### config.mk
export PLATFORM = sky130hd
export DESIGN_NAME = spi_slave_cpu
export DESIGN_NICKNAME = d
export VERILOG_FILES = /design/src/rtl/spi_slave_cpu_pkg.sv /design/src/rtl/spi_slave_cpu_sync_edge_detect.sv /design/src/rtl/spi_slave_cpu.sv
export SDC_FILE = /design/constraint.sdc
export NUM_CORES = 1
export LEC_CHECK = 0
export CAP_MARGIN = 40
export CELL_PAD_IN_SITES_DETAIL_PLACEMENT = 1
export CELL_PAD_IN_SITES_GLOBAL_PLACEMENT = 2
export CORE_ASPECT_RATIO = 0.9
export CORE_UTILIZATION = 30
export CTS_BUF_LIST = sky130_fd_sc_hd__clkbuf_8
export CTS_CLUSTER_DIAMETER = 150
export CTS_CLUSTER_SIZE = 8
export DETAILED_ROUTE_END_ITERATION = 8
export GPL_TIMING_DRIVEN = 0
export PLACE_DENSITY = 0.69
export SLEW_MARGIN = 20
export SYNTH_ARGS = -nofsm -noshare
export SYNTH_HDL_FRONTEND = slang
export SYNTH_HIERARCHICAL = 1
export SYNTH_SLANG_ARGS = --single-unit
### constraint.sdc
create_clock -name clk_i -period 10.7 [get_ports clk_i]
set_input_delay 2.14 -clock clk_i [delete_from_list [all_inputs] [get_ports clk_i]]
set_output_delay 2.14 -clock clk_i [all_outputs]
set_load 0.05 [all_outputs]
### src/rtl/spi_slave_cpu_pkg.sv
// Shared types and constants for the memory-mapped SPI responder.
package spi_slave_cpu_pkg;

  typedef enum logic [1:0] {
    IDLE      = 2'd0,
    ACTIVE    = 2'd1,
    WAIT_HIGH = 2'd2
  } state_e;

  // Status register bit positions
  localparam int unsigned STAT_RX_VALID  = 0;
  localparam int unsigned STAT_BUSY      = 1;
  localparam int unsigned STAT_OVERRUN   = 2;
  localparam int unsigned STAT_FRAME_ERR = 3;
  localparam int unsigned STAT_IRQ_EN    = 7;

  // The status register sits directly after the N data bytes.
  function automatic int unsigned status_offset(input int unsigned bytes_per_txn);
    return bytes_per_txn;
  endfunction

endpackage

### src/rtl/spi_slave_cpu_sync_edge_detect.sv
// Two-flop synchronizer for an asynchronous input with registered
// single-cycle rise/fall pulses in the clk_i domain.
module sync_edge_detect
  import spi_slave_cpu_pkg::*;
(
  input  logic clk_i,
  input  logic reset_i,
  input  logic async_i,
  output logic sync_o,
  output logic rise_o,
  output logic fall_o
);

  logic meta_q, meta_d;
  logic sync_q, sync_d;
  logic prev_q, prev_d;
  logic rise_q, rise_d;
  logic fall_q, fall_d;

  // Synchronizer chain and edge pulse generation
  always_comb begin
    meta_d = async_i;
    sync_d = meta_q;
    prev_d = sync_q;
    rise_d = sync_q & ~prev_q;
    fall_d = ~sync_q & prev_q;
  end

  // Synchronizer and pulse registers
  always_ff @(posedge clk_i or posedge reset_i) begin
    if (reset_i) begin
      meta_q <= 1'b0;
      sync_q <= 1'b0;
      prev_q <= 1'b0;
      rise_q <= 1'b0;
      fall_q <= 1'b0;
    end else begin
      meta_q <= meta_d;
      sync_q <= sync_d;
      prev_q <= prev_d;
      rise_q <= rise_d;
      fall_q <= fall_d;
    end
  end

  assign sync_o = sync_q;
  assign rise_o = rise_q;
  assign fall_o = fall_q;

endmodule

### src/rtl/spi_slave_cpu.sv
// Memory-mapped SPI mode-0 responder: receives fixed-length frames from an
// external master into CPU-readable RX bytes and shifts CPU-written TX bytes
// out on MISO, with status flags and a level interrupt.
module spi_slave_cpu
  import spi_slave_cpu_pkg::*;
#(
  parameter int unsigned BaseAddress         = 'h0000,
  parameter int unsigned BytesPerTransaction = 4,
  parameter int unsigned address_width       = 16,
  parameter int unsigned data_width          = 8
) (
  input  logic                     clk_i,
  input  logic                     reset_i,
  input  logic [address_width-1:0] address_i,
  input  logic [data_width-1:0]    data_i,
  input  logic                     rd_wr_i,
  output logic [data_width-1:0]    data_o,
  output logic                     irq_o,
  input  logic                     spi_clk_i,
  input  logic                     spi_mosi_i,
  input  logic                     spi_sync_ni,
  output logic                     spi_miso_o
);

  localparam int unsigned N     = BytesPerTransaction;
  // byte_idx must reach N+1 so an over-long frame never looks complete
  localparam int unsigned IDX_W = $clog2(N + 2);
  localparam int unsigned ARR_W = (N > 1) ? $clog2(N) : 1;
  localparam logic [IDX_W-1:0]         N_IDX    = IDX_W'(N);
  localparam logic [address_width-1:0] BASE     = address_width'(BaseAddress);
  localparam logic [address_width-1:0] STAT_OFF = address_width'(status_offset(N));

  // Conditioned SPI inputs
  logic unused_sclk_level, sclk_rise, sclk_fall;
  logic mosi_level, unused_mosi_rise, unused_mosi_fall;
  logic sync_level, sync_rise, sync_fall;

  sync_edge_detect u_sclk (
    .clk_i   (clk_i),
    .reset_i (reset_i),
    .async_i (spi_clk_i),
    .sync_o  (unused_sclk_level),
    .rise_o  (sclk_rise),
    .fall_o  (sclk_fall)
  );

  sync_edge_detect u_mosi (
    .clk_i   (clk_i),
    .reset_i (reset_i),
    .async_i (spi_mosi_i),
    .sync_o  (mosi_level),
    .rise_o  (unused_mosi_rise),
    .fall_o  (unused_mosi_fall)
  );

  sync_edge_detect u_sync (
    .clk_i   (clk_i),
    .reset_i (reset_i),
    .async_i (spi_sync_ni),
    .sync_o  (sync_level),
    .rise_o  (sync_rise),
    .fall_o  (sync_fall)
  );

  // Architectural state
  state_e                state_q, state_d;
  logic [2:0]            bit_cnt_q, bit_cnt_d;
  logic [IDX_W-1:0]      byte_idx_q, byte_idx_d;
  logic [7:0]            rx_shift_q, rx_shift_d;
  logic [7:0]            tx_shift_q, tx_shift_d;
  logic                  miso_q, miso_d;
  logic [7:0]            tx_q       [N];
  logic [7:0]            tx_d       [N];
  logic [7:0]            rx_q       [N];
  logic [7:0]            rx_d       [N];
  logic [7:0]            rx_stage_q [N];
  logic [7:0]            rx_stage_d [N];
  logic                  rx_valid_q, rx_valid_d;
  logic                  overrun_q, overrun_d;
  logic                  frame_err_q, frame_err_d;
  logic                  irq_en_q, irq_en_d;
  logic                  irq_q, irq_d;
  logic [data_width-1:0] data_q, data_d;

  // Bus decode
  logic [address_width-1:0] off;
  logic [ARR_W-1:0]         off_idx;
  logic                     in_range, wr_en, rd_en, stat_sel;
  logic [7:0]               status_byte;
  logic [7:0]               rx_next;

  assign off      = address_i - BASE;
  assign off_idx  = ARR_W'(off);
  assign in_range = (address_i >= BASE) && (off <= STAT_OFF);
  assign wr_en    = in_range & rd_wr_i;
  assign rd_en    = in_range & ~rd_wr_i;
  assign stat_sel = (off == STAT_OFF);

  // Next-state, datapath and register-interface logic
  always_comb begin
    state_d     = state_q;
    bit_cnt_d   = bit_cnt_q;
    byte_idx_d  = byte_idx_q;
    rx_shift_d  = rx_shift_q;
    tx_shift_d  = tx_shift_q;
    miso_d      = miso_q;
    tx_d        = tx_q;
    rx_d        = rx_q;
    rx_stage_d  = rx_stage_q;
    rx_valid_d  = rx_valid_q;
    overrun_d   = overrun_q;
    frame_err_d = frame_err_q;
    irq_en_d    = irq_en_q;
    data_d      = data_q;
    rx_next     = {rx_shift_q[6:0], mosi_level};

    status_byte                 = '0;
    status_byte[STAT_RX_VALID]  = rx_valid_q;
    status_byte[STAT_BUSY]      = (state_q == ACTIVE);
    status_byte[STAT_OVERRUN]   = overrun_q;
    status_byte[STAT_FRAME_ERR] = frame_err_q;
    status_byte[STAT_IRQ_EN]    = irq_en_q;

    // CPU side: clears are applied first so frame events below override them
    if (wr_en) begin
      if (stat_sel) begin
        if (data_i[STAT_RX_VALID])  rx_valid_d  = 1'b0;
        if (data_i[STAT_OVERRUN])   overrun_d   = 1'b0;
        if (data_i[STAT_FRAME_ERR]) frame_err_d = 1'b0;
        irq_en_d = data_i[STAT_IRQ_EN];
      end else begin
        tx_d[off_idx] = 8'(data_i);
      end
    end

    if (rd_en) begin
      data_d = stat_sel ? data_width'(status_byte) : data_width'(rx_q[off_idx]);
    end

    irq_d = irq_en_q & rx_valid_q;

    case (state_q)
      WAIT_HIGH: begin
        miso_d = 1'b0;
        if (sync_level) state_d = IDLE;
      end

      IDLE: begin
        miso_d = 1'b0;
        if (sync_fall) begin
          state_d    = ACTIVE;
          bit_cnt_d  = '0;
          byte_idx_d = '0;
          tx_shift_d = tx_q[0];
          miso_d     = tx_q[0][7];
        end
      end

      ACTIVE: begin
        if (sync_rise) begin
          state_d = IDLE;
          miso_d  = 1'b0;
          if ((byte_idx_q == N_IDX) && (bit_cnt_q == 3'd0)) begin
            // rx_valid_d already reflects a same-cycle CPU clear
            if (rx_valid_d) begin
              overrun_d = 1'b1;
            end else begin
              rx_d       = rx_stage_q;
              rx_valid_d = 1'b1;
            end
          end else begin
            frame_err_d = 1'b1;
          end
        end else if (sclk_rise) begin
          rx_shift_d = rx_next;
          bit_cnt_d  = bit_cnt_q + 3'd1;
          if (bit_cnt_q == 3'd7) begin
            if (byte_idx_q < N_IDX) rx_stage_d[ARR_W'(byte_idx_q)] = rx_next;
            if (byte_idx_q <= N_IDX) byte_idx_d = byte_idx_q + 1'b1;
          end
        end else if (sclk_fall) begin
          if (bit_cnt_q == 3'd0) begin
            tx_shift_d = (byte_idx_q < N_IDX) ? tx_q[ARR_W'(byte_idx_q)] : 8'h00;
          end else begin
            tx_shift_d = {tx_shift_q[6:0], 1'b0};
          end
          miso_d = tx_shift_d[7];
        end
      end

      default: begin
        state_d = WAIT_HIGH;
        miso_d  = 1'b0;
      end
    endcase
  end

  // Frame state register
  always_ff @(posedge clk_i or posedge reset_i) begin
    if (reset_i) state_q <= WAIT_HIGH;
    else         state_q <= state_d;
  end

  // Datapath, buffers and CPU-visible registers
  always_ff @(posedge clk_i or posedge reset_i) begin
    if (reset_i) begin
      bit_cnt_q   <= '0;
      byte_idx_q  <= '0;
      rx_shift_q  <= '0;
      tx_shift_q  <= '0;
      miso_q      <= 1'b0;
      rx_valid_q  <= 1'b0;
      overrun_q   <= 1'b0;
      frame_err_q <= 1'b0;
      irq_en_q    <= 1'b0;
      irq_q       <= 1'b0;
      data_q      <= '0;
      for (int unsigned k = 0; k < N; k++) begin
        tx_q[k]       <= '0;
        rx_q[k]       <= '0;
        rx_stage_q[k] <= '0;
      end
    end else begin
      bit_cnt_q   <= bit_cnt_d;
      byte_idx_q  <= byte_idx_d;
      rx_shift_q  <= rx_shift_d;
      tx_shift_q  <= tx_shift_d;
      miso_q      <= miso_d;
      rx_valid_q  <= rx_valid_d;
      overrun_q   <= overrun_d;
      frame_err_q <= frame_err_d;
      irq_en_q    <= irq_en_d;
      irq_q       <= irq_d;
      data_q      <= data_d;
      tx_q        <= tx_d;
      rx_q        <= rx_d;
      rx_stage_q  <= rx_stage_d;
    end
  end

  assign data_o     = data_q;
  assign irq_o      = irq_q;
  assign spi_miso_o = miso_q;

endmodule
==> results.md <==
* CTS tree: built
* Power Internal at 887.0 uW
* Filler cells at 2,273
* Leakage Power at 3.494 nW
* Clock latency on the worst-skew pair at 460 ps
* Final period utilization at 38.54%
* Register share of total power at 49.6%
* Minimum clock period at 4123 ps
* Synthesized cell area at 6608 sq um
* Avg Cell Area, Syn at 13.16 sq um
* RSZ-0062 raised after global routing: false
* Max-slew headroom at 46.67%
* Warnings, synthesis at 6
* Vias in the first global route at 4,676
* Gr ovfl total at 0
* Clk buf depth at 2
* Final HPWL DP at 11.26 mm
* Final hold violation count at 0
* Chip Height at 142.8 um
* Nets at 598
* Count of pins over their slew limit at 0
* Max frequency at 0.2425 GHz
* Comb pwr share at 11.9%
* Gpl congestion at 0.7464
* Slew @ Worst Pin at 796.5 ps
* Critical path class: primary input to flop
* Finished layout cell area at 7818 sq um
* Worst R2R Path Depth at 7
* Ant. Diodes at 0
* Initial antenna violation count at 0
* Die area at 22,620 sq um
* Startpoint Class: primary input
* GRT busiest layer: met2
* Syn_nets at 539
* Hold Path Cell Cnt at 0
* Utilization after layout at 36.14%
* Core area at 21,630 sq um
* Place WS at 6088 ps
* Final setup violation count at 0
* HP Class: flop to flop
* CTS Buf Count at 17
* M1 GR Usage at 20.94%
* # port buffers at 38
* Status: complete, no violations
* Vias/cell at 4.908
* Clk sinks at 144
* Critical-path maximum fanout at 8
* Clock share of power at 38.6%
* GRT Resource Usage Total at 15.14%
* Width of the die at 158.4 um
* Setup ws final at 6577 ps
* Cell Rows at 51
* Cell count after synthesis at 502
* Post-CTS Setup Bufs at 0
* GR Util met2 at 23.78%
* Arrival time of data at the critical path endpoint at 4450 ps
* Routed Antenna Nets at 0
* # hold bufs at CTS at 0
* Cts repair resizes at 0
* P&R area growth vs syn at 18.31%
* Starting DRC count in detailed routing at 200
* Psw at 325.6 uW
* CP Data Required Time at 11,030 ps
* Wire length of the first global-routing pass at 25.76 mm
* Overall routed net length at 15.73 mm
* Maximum VDD drop at 0.07021 mV
* Total of max-cap violations at 0
* Starting Density at 30.55%
* Root Buffer: clkbuf_8
* Reg clk slew, reported paths at 80 ps
* Tot Pwr at 1.213 mW
* Post-DP Area at 7392 sq um
* Via count at 4,245
* Met3 Usage GRT at 3.156%
* Layout cell share with drive strength beyond 1 at 27.18%
* Clock skew at 16.86 ps
* TNS Setup at 0 ps
* CTS H-tree lvls at 4
* IO Pins at 40
* Power density cells at 155.1 nW/um^2
* Sw Share at 26.85%
* Pin count of the biggest net entering global routing at 83
* WL/cell at 18.18 um
* Critical Path End Type: flop
* Pre-antenna DRT Iters at 4
* Residual DRC count at 0
## per-stage QoR
step,instances,hold WS [ps]
6_report,865,353.8
5_1_grt,865,360.9
4_1_cts,865,357.7
3_5_place_dp,833,337.1
3_3_place_gp,831,332.8
2_1_floorplan,502,331.2
## per-layer routing
layer / up-vias / part of all wire [%]
met1: 2219 / 50
met5: - / 0
li1: 1933 / -
met2: 79 / 46
met4: 0 / 1.1
met3: 14 / 3.7
## layout by cell type (no fill, tap or decap), types with 8 or more instances in the layout
cell	instances
a21oi_1	15
clkbuf_1	12
clkbuf_8	18
clkdlybuf4s50_1	38
dfrtp_1	143
inv_1	48
mux2_2	63
mux2_4	8
mux4_2	16
nand2_1	52
o21ai_0	21
o32ai_1	19
o32ai_2	13
## state kept, by name, summed over array words and instances, names as in the netlist, 2 cells and up
signal / cells
rx_shift_q: 7
rx_q: 32
data_o: 8
tx_shift_q: 7
state_q: 2
bit_cnt_q: 3
tx_q: 32
rx_stage_q: 32
byte_idx_q: 3
## layout make-up
class	instances	area [sq um]	share of cell area, %
Sequential cell	144	3605	46.11
Multi-Input combinational cell	287	2686	34.36
Timing Repair Buffer	40	412.9	5.282
Tap cell	291	364.1	4.657
Clock buffer	18	247.7	3.169
Clock inverter	14	177.7	2.273
Inverter	44	172.7	2.209
Buffer	27	151.4	1.937
## worst paths after layout
path	from	to	slack [ps]
min reg2reg	u_mosi/meta_q	u_mosi/sync_o	350
max	address_i[7]	tx_q[19]	6580
max in group asynchronous	reset_i	rx_q[26]	7750
max reg2reg	byte_idx_q[1]	rx_q[26]	7920
min	u_mosi/meta_q	u_mosi/sync_o	350
min in group asynchronous	reset_i	u_mosi/meta_q	2070
## worst max-delay path, cell delays in order
cell and delay (ps):
clkdlybuf4s50_1 400, nor3_1 430, nand4_4 280, nor4b_4 780, mux2_2 410
## power groups by stage
stage	Combinational, mW	Clock (mW)	Sequential (mW)
2_1_floorplan	0.0949	0	0.599
6_report	0.144	0.468	0.601
3_5_place_dp	0.145	0	0.611
3_3_place_gp	0.136	0	0.609
5_1_grt	0.161	0.502	0.606
4_1_cts	0.146	0.483	0.601
(Power assumes the default switching activity.)
